==> src/rtl/mem_arbiter.sv <==
`default_nettype none
// ============================================================================
// Module : mem_arbiter
// Brief  : Serialises loader, data and fetch accesses onto one memory port.
// Rev    : 1.0  initial release
// ============================================================================
module mem_arbiter #(
  parameter int ADDR_W  = 16,
  parameter int DATA_W  = 16,
  parameter int MEM_LAT = 1
) (
  input  logic              CLK_50,
  input  logic              KEY0,
  input  logic              ld_req,
  input  logic              ld_we,
  input  logic [ADDR_W-1:0] ld_addr,
  input  logic [DATA_W-1:0] ld_wdata,
  output logic              ld_ack,
  input  logic              d_req,
  input  logic              d_we,
  input  logic [ADDR_W-1:0] d_addr,
  input  logic [DATA_W-1:0] d_wdata,
  output logic              d_ack,
  input  logic              f_req,
  input  logic [ADDR_W-1:0] f_addr,
  output logic              f_ack,
  output logic [DATA_W-1:0] rdata,
  output logic              busy,
  output logic              mem_en,
  output logic              mem_we,
  output logic [ADDR_W-1:0] mem_addr,
  output logic [DATA_W-1:0] mem_wdata,
  input  logic [DATA_W-1:0] mem_rdata
);

  localparam int c_CNT_W = (MEM_LAT > 0) ? $clog2(MEM_LAT + 1) : 1;
  // The memory samples its address on the edge that ends ACCESS, and the data
  // is valid MEM_LAT clocks after that edge, so WAIT spans MEM_LAT+1 cycles.
  localparam logic [c_CNT_W-1:0] c_CNT_LOAD = c_CNT_W'(MEM_LAT);

  localparam logic [1:0] c_GNT_LD = 2'd0;
  localparam logic [1:0] c_GNT_D  = 2'd1;
  localparam logic [1:0] c_GNT_F  = 2'd2;

  typedef enum logic [1:0] {
    ST_IDLE   = 2'd0,
    ST_ACCESS = 2'd1,
    ST_WAIT   = 2'd2,
    ST_RESP   = 2'd3
  } state_t;

  state_t             r_state;
  state_t             w_state_nxt;
  logic [1:0]         r_grant;
  logic [1:0]         w_grant;
  logic               w_start;
  logic               r_rr;       // 0: D preferred on a D/F tie, 1: F preferred
  logic               r_we;
  logic [c_CNT_W-1:0] r_cnt;

  always_ff @(posedge CLK_50 or negedge KEY0) begin
    if (!KEY0) begin
      r_state <= ST_IDLE;
    end else begin
      r_state <= w_state_nxt;
    end
  end

  always_comb begin
    w_state_nxt = r_state;
    w_grant     = r_grant;
    w_start     = 1'b0;
    busy        = (r_state != ST_IDLE);
    mem_en      = 1'b0;
    mem_we      = 1'b0;
    ld_ack      = 1'b0;
    d_ack       = 1'b0;
    f_ack       = 1'b0;
    unique case (r_state)
      ST_IDLE: begin
        if (ld_req) begin
          w_start = 1'b1;
          w_grant = c_GNT_LD;
        end else if (d_req && (!f_req || !r_rr)) begin
          w_start = 1'b1;
          w_grant = c_GNT_D;
        end else if (f_req) begin
          w_start = 1'b1;
          w_grant = c_GNT_F;
        end
        if (w_start) begin
          w_state_nxt = ST_ACCESS;
        end
      end
      ST_ACCESS: begin
        mem_en      = 1'b1;
        mem_we      = r_we;
        w_state_nxt = ST_WAIT;
      end
      ST_WAIT: begin
        if (r_cnt == '0) begin
          w_state_nxt = ST_RESP;
        end
      end
      ST_RESP: begin
        ld_ack      = (r_grant == c_GNT_LD);
        d_ack       = (r_grant == c_GNT_D);
        f_ack       = (r_grant == c_GNT_F);
        w_state_nxt = ST_IDLE;
      end
      default: w_state_nxt = ST_IDLE;
    endcase
  end

  always_ff @(posedge CLK_50 or negedge KEY0) begin
    if (!KEY0) begin
      r_grant   <= c_GNT_LD;
      r_rr      <= 1'b0;
      r_we      <= 1'b0;
      r_cnt     <= '0;
      mem_addr  <= '0;
      mem_wdata <= '0;
      rdata     <= '0;
    end else begin
      unique case (r_state)
        ST_IDLE: begin
          if (w_start) begin
            r_grant <= w_grant;
            if (w_grant == c_GNT_LD) begin
              mem_addr  <= ld_addr;
              mem_wdata <= ld_wdata;
              r_we      <= ld_we;
            end else if (w_grant == c_GNT_D) begin
              mem_addr  <= d_addr;
              mem_wdata <= d_wdata;
              r_we      <= d_we;
              r_rr      <= 1'b1;
            end else begin
              mem_addr  <= f_addr;
              r_we      <= 1'b0;
              r_rr      <= 1'b0;
            end
          end
        end
        ST_ACCESS: r_cnt <= c_CNT_LOAD;
        ST_WAIT: begin
          if (r_cnt != '0) begin
            r_cnt <= r_cnt - c_CNT_W'(1);
          end else if (!r_we) begin
            rdata <= mem_rdata;
          end
        end
        default: ;
      endcase
    end
  end

endmodule
`default_nettype wire

==> config.mk <==
export PLATFORM = sky130hd
export DESIGN_NAME = mem_arbiter
export DESIGN_NICKNAME = d
export VERILOG_FILES = /design/src/rtl/mem_arbiter.sv
export SDC_FILE = /design/constraint.sdc
export NUM_CORES = 1
export LEC_CHECK = 0
export CAP_MARGIN = 25
export CORE_ASPECT_RATIO = 1.75
export CORE_MARGIN = 2
export CORE_UTILIZATION = 42
export DETAILED_ROUTE_END_ITERATION = 7
export PLACE_DENSITY = 0.87
export SKIP_LAST_GASP = 1
export SYNTH_ARGS = -nofsm -noshare
export SYNTH_HDL_FRONTEND = slang
export SYNTH_SLANG_ARGS = --single-unit
==> constraint.sdc <==
create_clock -name CLK_50 -period 5.27 [get_ports CLK_50]
set_clock_uncertainty 0.15 [all_clocks]
set_input_delay 0.527 -clock CLK_50 [delete_from_list [all_inputs] [get_ports CLK_50]]
set_output_delay 0.527 -clock CLK_50 [all_outputs]
set_load 0.01 [all_outputs]
## Yosys cells after proc, flatten, opt, wreduce, memory -nomap -nowiden

Index checks and enable logic that the tools add are counted.

| word-level totals | value |
|---|---|
| register bits | 55 |
| output and inout port bits | 54 |

| cells by class | value |
|---|---|
| $add $sub $neg | 1 |
| equality and inequality tests | 8 |
| mux-type cells | 26 |
| bitwise operators | 3 |
| reductions and logical operators | 15 |

Operators by type and width:

| operator | count |
|---|---|
| $mux 16 | 4 |
| $mux 1 | 14 |
| $mux 2 | 6 |
| $reduce_and 3->1 | 3 |
| $pmux 2 s4 | 1 |
| $eq 2x1->1 const B | 3 |
| $eq 2x2->1 const B | 3 |
| $logic_not 2->1 | 3 |
| $reduce_bool 2->1 | 3 |
| $reduce_and 2->1 | 2 |
| $not 1->1 | 3 |
| $logic_not 1->1 | 2 |
| $ne 2x1->1 const B | 1 |
| $ne 2x2->1 const B | 1 |
| $pmux 1 s2 | 1 |
| $logic_and 1x1->1 | 1 |
| $logic_or 1x1->1 | 1 |
| $sub 1x1->1 const B | 1 |

## Depth between registers and ports, before layout

Gate-level depths: netlist (run 1).

| logic depth | value |
|---|---|
| depth in word-level cells | 9 |
| gate-level depth with buffers | 9 |

## Least setup slack after synthesis (run 1)

OpenSTA, ideal clock, no wires.

| timing | value |
|---|---|
| path kind | register -> register |
| from | reg r_state[0] |
| to | reg rdata[0] |
| setup time | 0.125 ns |
| arrival | 1.673 ns |
| data required time | 4.995 ns |
| setup slack | 3.322 ns |
| cell stages (with the launch flop) | 6 |
| buffers on the path | 1 |
| clock period less this slack | 1.948 ns |
| path through | dfrtp_1 > inv_1 > ha_1 > nor3b_2 > buf_2 > mux2_2 |

| between the ends | value |
|---|---|
| longest elaborated chain between the ends | 2 |

RTL lines:

| what | RTL line | RTL |
|---|---|---|
| start: declaration | 52 | `state_t r_state;` |
| start signal: assignment | 65 | `r_state <= w_state_nxt;` |
| $eq 2x2->1 | 125 | `unique case (r_state)` |
| $reduce_and 3->1 (no source line) | n/a |  |
| end signal: assignment | 150 | `rdata <= mem_rdata;` |
| end: declaration | 27 | `output logic [DATA_W-1:0] rdata,` |

No other way between the ends.
A chain may end at the register's enable or synchronous reset.

## Worst setup path in the final report (run 1)

| timing | value |
|---|---|
| from | reg r_state[0] |
| to | out busy |

| between the ends | value |
|---|---|
| longest elaborated chain between the ends | 1 |

RTL lines:

| what | RTL line | RTL |
|---|---|---|
| $reduce_bool 2->1 | 73 | `busy = (r_state != ST_IDLE);` |
| end: declaration | 28 | `output logic busy,` |

No other way between the ends.

==> reports/metrics.csv, run 1 <==
stage;metric;value;unit
power;pwr-share-seq;0.312;
power;switching_share;0.3608;
sta;worstMarginPinSlew;903.5;ps
detailed_routing;drc;0;
clock_network;cts_sinks;55;
power;power_density;537.9;nW/µm²
clock_network;path_clk_slew;70;ps
global_route;grt_pass1_wl;12.26;mm
detailed_routing;vias;2474;
synth;postSynthCellCount;243;
sta;clock.fmax;0.3881;GHz
detailed_routing;firstDrtPassIters;4;
sta;hold_viol;0;
synth;seq_area_frac_synth;0.4935;
die;die_y;111.8;µm
sta;timing.final.ws_setup;2694;ps
global_route;grt_max_degree;56;
detailed_routing;drt_wl_total;7.551;mm
clock_network;cts_resized;0;
synth;mappedNetlistNets;351;
placement;place_congestion;0.7674;
power;p_clk_frac;0.142;
min_path;min_path_type;in2async;
sta;setup_viol;0;
layout;insertedDiodeCount;0;
synth;yosysTopAreaCell;dfrtp_1;
detailed_routing;wire_per_inst;15.76;µm
power;power.share.combinational;0.547;
detailed_routing;antenna_left;0;
run;maxCapViolCount;0;
global_route;antenna_found_initial;0;
global_route;overflow;0;
setup_path;crit_fanout;7;
die;start_util;0.4297;
clock_network;clk_latency;290;ps
die;rows;39;
power;leakagePower;1.930;nW
clock_network;cts_buffers;5;
placement;pre_cts_slack;2440;ps
detailed_routing;drt_iter0_drc;101;
synth;synth.yosys.warnings;0;
clock_network;cts_tree;done;
sta;finalCritPeriodShare;0.4889;
setup_path;path_cells;inv_1, ha_1, inv_1, clkdlybuf4s50_1;
clock_network;hold_buffers;0;
setup_path;path_depth;4;
setup_path;critPathSlowestCell;clkdlybuf4s50_1;
die;core;6490;µm²
setup_path;critPathRequiredTime;4590;ps
power;p_int;1.555;mW
layout;drive_gt1_frac;0.1385;
power;p_sw;0.8777;mW
sta;rsz0062_at_grt;false;
detailed_routing;avgViaCountPerCell;5.165;
setup_path;critPathLaunchType;flip-flop;
synth;synth-seq-cells;55;
clock_network;cts_setup_buffers;0;
setup_path;critical_path_arrival;1900;ps
die;die_area;7334;µm²
sta;whs;227.4;ps
run_status;outcome;complete, no violations;
synth;synth.area.top_cells;dfrtp_1, mux2_2, mux2i_1;
sta;setup_tns;0;ps
setup_path;crit_buf_inv;3;
placement;io_buffers;156;
synth;ys_types;38;
synth;synth_top_flop_cell;dfrtp_1;
synth;yosysTopAreaCellShare;0.4935;
setup_path;reg2reg_depth;7;
global_route;grt_use_total;0.2153;
layout;area.growth.synth_to_final;62.18;%
die;fp.dieW;65.60;µm
clock_network;h-tree-depth;2;
setup_path;slowest_delay;590;ps
synth;syn_area;2789;µm²
sta;final_max_slew_viol_count;0;
die;ios;157;
global_route;first_global_vias;2538;
clock_network;max-clock-path-buffers;2;
sta;fin_crit;2576;ps
sta;slew_headroom;0.3977;
synth;synthArstFlopShare;1.000;
layout;final_core_util;0.6969;
layout;nNetsFinal;504;
setup_path;critPathKind;reg2out;
setup_path;cp_common_cell;inv_1;
placement;place_hpwl;5.799;mm
setup_path;cp-end-kind;output pin;
power;ir_worst_vdd;316.3;µV
clock_network;cts-root-buf;clkbuf_16;
synth;syn_area_per_cell;11.48;µm²
synth;synth_edf_count;0;
setup_path;path_delay_family;buffers and inverters;
## registers in the layout (all words and copies together) (netlist names)
name       count
r_cnt          1
r_state        2
mem_addr      16
r_we           1
rdata         16
r_grant        2
r_rr           1
mem_wdata     16
## Yosys cell counts (all sizes together), types with 2 or more instances
| cell type | n |
|---|---|
| a22oi | 15 |
| ha | 5 |
| a21oi | 5 |
| nand2b | 2 |
| o21ai | 17 |
| mux2i | 17 |
| dfrtp | 55 |
| nor3b | 2 |
| mux2 | 16 |
| a31oi | 2 |
| nor3 | 16 |
| inv | 7 |
| o31ai | 17 |
| nor2 | 20 |
| nand2 | 22 |
| buf | 14 |
## layout by cell type, fill, tap and decap left out, types with 2 or more instances in the layout
cell               n
o21ai_1           10
nor3_1             7
nor3_2             9
o31ai_2           10
mux2_2            16
a22oi_1           15
clkbuf_16          5
o31ai_1            7
mux2i_1           17
nand2_1           22
a31oi_1            2
o21ai_0            7
a21oi_1            4
inv_1              6
dfrtp_1           55
nor2_1            19
buf_4              4
nand2b_1           2
clkdlybuf4s50_1  155
ha_1               5
clkbuf_8           2
## cells by family (layout without fill, tap and decap cells)
family / count (synthesis) / count (layout) / synth area share
compound gates: 61 / 61 / 0.1768
fa+ha+maj: 5 / 5 / 0.02243
flops: 55 / 55 / 0.4935
buf+inv: 22 / 176 / 0.05563
simple gates: 67 / 67 / 0.1261
mux: 33 / 33 / 0.1256
## power groups by stage
stage,combinational (mW),sequential (mW),clock (mW)
2_1_floorplan,0.699,0.840,0
3_3_place_gp,1.31,0.757,0
3_5_place_dp,1.35,0.766,0
4_1_cts,1.35,0.761,0.355
5_1_grt,1.45,0.784,0.370
6_report,1.33,0.759,0.345
## path summary, 6_finish.rpt
check	startpoint	endpoint	slack, ps
max in group asynchronous	KEY0	rdata[12]$_DFFE_PN0P_	4290
setup reg to reg	r_state[0]$_DFFE_PN0P_	mem_addr[10]$_DFFE_PN0P_	2860
setup / recovery	r_state[0]$_DFFE_PN0P_	busy	2690
min in group CLK_50	mem_wdata[0]$_DFFE_PN0P_	mem_wdata[0]$_DFFE_PN0P_	330
hold reg to reg	mem_wdata[0]$_DFFE_PN0P_	mem_wdata[0]$_DFFE_PN0P_	330
hold / removal	KEY0	mem_addr[9]$_DFFE_PN0P_	230
## area by class of cell
cell class	count	area [µm²]
Fill cell	497	1967
Timing Repair Buffer	161	1598
Sequential cell	55	1376
Multi-Input combinational cell	166	1259
Clock buffer	8	156.4
Tap cell	82	102.6
Inverter	7	31.28
## per-layer routing
| metal | global-route usage | up-vias | share of wire | wire length (µm) |
|---|---|---|---|---|
| met2 | 0.3810 | 123 | 0.53 | 3971 |
| met4 | 0.09306 | 0 | 0.027 | 205 |
| met3 | 0.05657 | 18 | 0.076 | 576 |
| met1 | 0.2358 | 1151 | 0.37 | 2797 |
| met5 | 0 | - | 0 | 0 |
| li1 | - | 1182 | - | - |
## metrics by stage
stage	instance area, µm²	std cells	total power, mW
final	4523	479	2.433
after global routing	4523	479	2.605
after CTS	4516	478	2.464
after detailed placement	4359	470	2.112
after global placement	4348	469	2.065
after floorplan	2789	243	1.539
(Power assumes the default switching activity.)
==> inputs of run 2 (changes only) <==
--- a/config.mk
+++ b/config.mk
@@ -8,9 +8,9 @@
 export CAP_MARGIN = 25
 export CORE_ASPECT_RATIO = 1.75
 export CORE_MARGIN = 2
-export CORE_UTILIZATION = 42
+export CORE_UTILIZATION = 39
 export DETAILED_ROUTE_END_ITERATION = 7
-export PLACE_DENSITY = 0.87
+export PLACE_DENSITY = 0.81
 export SKIP_LAST_GASP = 1
 export SYNTH_ARGS = -nofsm -noshare
 export SYNTH_HDL_FRONTEND = slang
==> constraint.sdc (replaced) <==
create_clock -name CLK_50 -period 2.4 [get_ports CLK_50]
set_clock_uncertainty 0.15 [all_clocks]
set_input_delay 0.24 -clock CLK_50 [delete_from_list [all_inputs] [get_ports CLK_50]]
set_output_delay 0.24 -clock CLK_50 [all_outputs]
set_load 0.01 [all_outputs]
==> reports/metrics.csv, run 2 (same netlist as run 1, synthesis figures left out) <==
stage;metric;value;unit;change
run_status;outcome;complete, no violations;;unchanged
placement;place_congestion;0.8275;;was 0.7674
clock_network;cts_buffers;5;;unchanged
layout;final_cell_mix;clkdlybuf4s50_1, dfrtp_1, nand2_1;;unchanged
global_route;grt_pass1_wl;12.34;mm;was 12.26 mm
placement;io_buffers;156;;unchanged
layout;reg_top3;mem_addr x16, mem_wdata x16, rdata x16;;unchanged
power;p_sw;2.020;mW;was 0.8777 mW
power;power.share.combinational;0.562;;was 0.547
die;ios;157;;unchanged
die;die_area;7870;µm²;was 7334 µm²
layout;fillerInstances;583;;was 497
global_route;first_global_vias;2589;;was 2538
global_route;grt_use_total;0.2089;;was 0.2153
setup_path;slowest_delay;500;ps;was 590 ps
setup_path;critPathRequiredTime;2430;ps;was 4590 ps
sta;finalCritPeriodShare;0.9360;;
sta;slew_headroom;0.5666;;was 0.3977
detailed_routing;firstDrtPassIters;4;;unchanged
setup_path;critical_path_arrival;2280;ps;was 1900 ps
setup_path;path_cells;inv_1, ha_1, a32oi_1, o2bb2ai_4, nor3_1, o31ai_1;;was inv_1, ha_1, inv_1, clkdlybuf4s50_1
power;power_density;1188;nW/µm²;was 537.9 nW/µm²
setup_path;crit_fanout;18;;was 7
detailed_routing;drc;0;;unchanged
sta;setup_tns;0;ps;unchanged
sta;fin_crit;2246;ps;
clock_network;cts_sinks;55;;unchanged
setup_path;critPathLaunchType;flip-flop;;unchanged
detailed_routing;wire_per_inst;16.80;µm;was 15.76 µm
clock_network;cts-root-buf;clkbuf_16;;unchanged
detailed_routing;antenna_left;0;;unchanged
power;p_clk_frac;0.130;;was 0.142
die;start_util;0.4038;;was 0.4297
setup_path;cp-end-kind;flip-flop;;was output pin
min_path;worstHoldStart;mem_wdata[0]$_DFFE_PN0P_;;
power;switching_share;0.3707;;was 0.3608
detailed_routing;drt_wl_total;8.166;mm;was 7.551 mm
clock_network;clk_latency;290;ps;about the same
die;rows;40;;was 39
power;pwr-share-seq;0.308;;was 0.312
layout;fin_area;4584;µm²;was 4523 µm²
detailed_routing;drt_iter0_drc;165;;was 101
die;fp.dieW;67.93;µm;was 65.60 µm
placement;placed_cell_area;4433;µm²;was 4359 µm²
setup_path;r2r_start;r_state[1]$_DFFE_PN0P_;;was r_state[0]$_DFFE_PN0P_
sta;rsz0062_at_grt;false;;unchanged
clock_network;cts_tree;done;;unchanged
die;die_y;115.9;µm;was 111.8 µm
setup_path;crit_start;r_state[1]$_DFFE_PN0P_;;was r_state[0]$_DFFE_PN0P_
sta;final_max_slew_viol_count;0;;unchanged
layout;insertedDiodeCount;0;;unchanged
min_path;min_path_type;reg2reg;;was in2async
global_route;grt_max_degree;35;;was 56
run;maxCapViolCount;0;;unchanged
power;ir_worst_vdd;608.1;µV;was 316.3 µV
clock_network;h-tree-depth;2;;unchanged
setup_path;critPathSlowestCell;o2bb2ai_4;;was clkdlybuf4s50_1
layout;area.growth.synth_to_final;64.38;%;was 62.18%
clock_network;max-clock-path-buffers;2;;unchanged
layout;layout.cells.most_common;clkdlybuf4s50_1;;unchanged
detailed_routing;avgViaCountPerCell;5.212;;was 5.165
global_route;overflow;0;;unchanged
detailed_routing;vias;2533;;was 2474
power;leakagePower;1.957;nW;was 1.930 nW
setup_path;crit_buf_inv;1;;was 3
placement;place_hpwl;6.282;mm;was 5.799 mm
layout;drive_gt1_frac;0.1493;;was 0.1385
sta;whs;332.7;ps;was 227.4 ps
sta;setup_viol;0;;unchanged
setup_path;path_delay_family;compound AO/OA/AOI/OAI gates;;was buffers and inverters
die;core;6907;µm²;was 6490 µm²
sta;clock.fmax;0.4452;GHz;
setup_path;critPathKind;reg2reg;;was reg2out
sta;hold_viol;0;;unchanged
clock_network;path_clk_slew;70;ps;about the same
power;p_int;3.428;mW;was 1.555 mW
global_route;antenna_found_initial;0;;unchanged
sta;worstMarginPinSlew;650.1;ps;was 903.5 ps
layout;nNetsFinal;509;;was 504
[run 2: worst min-delay path, delay by kind of cell (launching register included)]
| family | cells | cell delay (ps) |
|---|---|---|
| flip-flops | 1 | 350 |
| AND/OR/NAND/NOR | 1 | 50 |
| AO/OA/AOI/OAI | 1 | 50 |
[run 2: through the flow]
step / utilization / instances / total power, mW / worst slack [ps]
floorplan: - / 243 / 3.379 / 452.2
global placement: 0.6418 / 477 / 4.667 / 334.4
detailed placement: 0.6418 / 477 / 4.781 / 203.2
CTS: 0.6638 / 486 / 5.507 / 88.73
global route: 0.6638 / 486 / 5.812 / 24.45
finish: 0.6638 / 486 / 5.447 / 153.7
[run 2: cell type report]
cell class,count,area (µm²),area share
clock buffer,6,128.9,0.02811
clock inverter,2,12.51,0.002729
inverter,7,31.28,0.006823
multi-input combinational,166,1259,0.2746
sequential,55,1376,0.3002
tap,84,105.1,0.02293
timing repair buffer,166,1672,0.3646
[run 2: power groups by stage]
stage,Sequential [mW],Combinational (mW),Clock [mW]
2_1_floorplan,1.84,1.54,0
3_5_place_dp,1.69,3.09,0
3_3_place_gp,1.67,3.00,0
5_1_grt,1.73,3.31,0.768
4_1_cts,1.68,3.10,0.724
6_report,1.68,3.06,0.708
[run 2: path summary, 6_finish.rpt]
path                                            end  slack (ps)  depth (start not counted)
min reg2reg                mem_wdata[0]$_DFFE_PN0P_         330                          2
min in group asynchronous     rdata[10]$_DFFE_PN0P_         370                          2
min                        mem_wdata[0]$_DFFE_PN0P_         330                          2
max in group asynchronous      rdata[6]$_DFFE_PN0P_        1150                          3
max                        mem_wdata[5]$_DFFE_PN0P_         150                          6
max reg2reg                mem_wdata[5]$_DFFE_PN0P_         150                          6
[run 2: layer usage]
layer / track usage / vias up / share of wire
met5: 0 / - / 0
met4: 0.05733 / 0 / 0.013
met3: 0.05534 / 8 / 0.078
met2: 0.3968 / 107 / 0.56
met1: 0.2162 / 1227 / 0.35
li1: - / 1191 / -
[run 2: timing repair]
| action | 4_1_cts | 5_1_grt |
|---|---|---|
| hold buffers | 1 | 0 |
| endpoints found under the setup margin | 0 | 1 |
| endpoints found under the hold margin | 27 | 0 |
| resized for setup | 0 | 1 |
| buffers inserted | 0 | 0 |
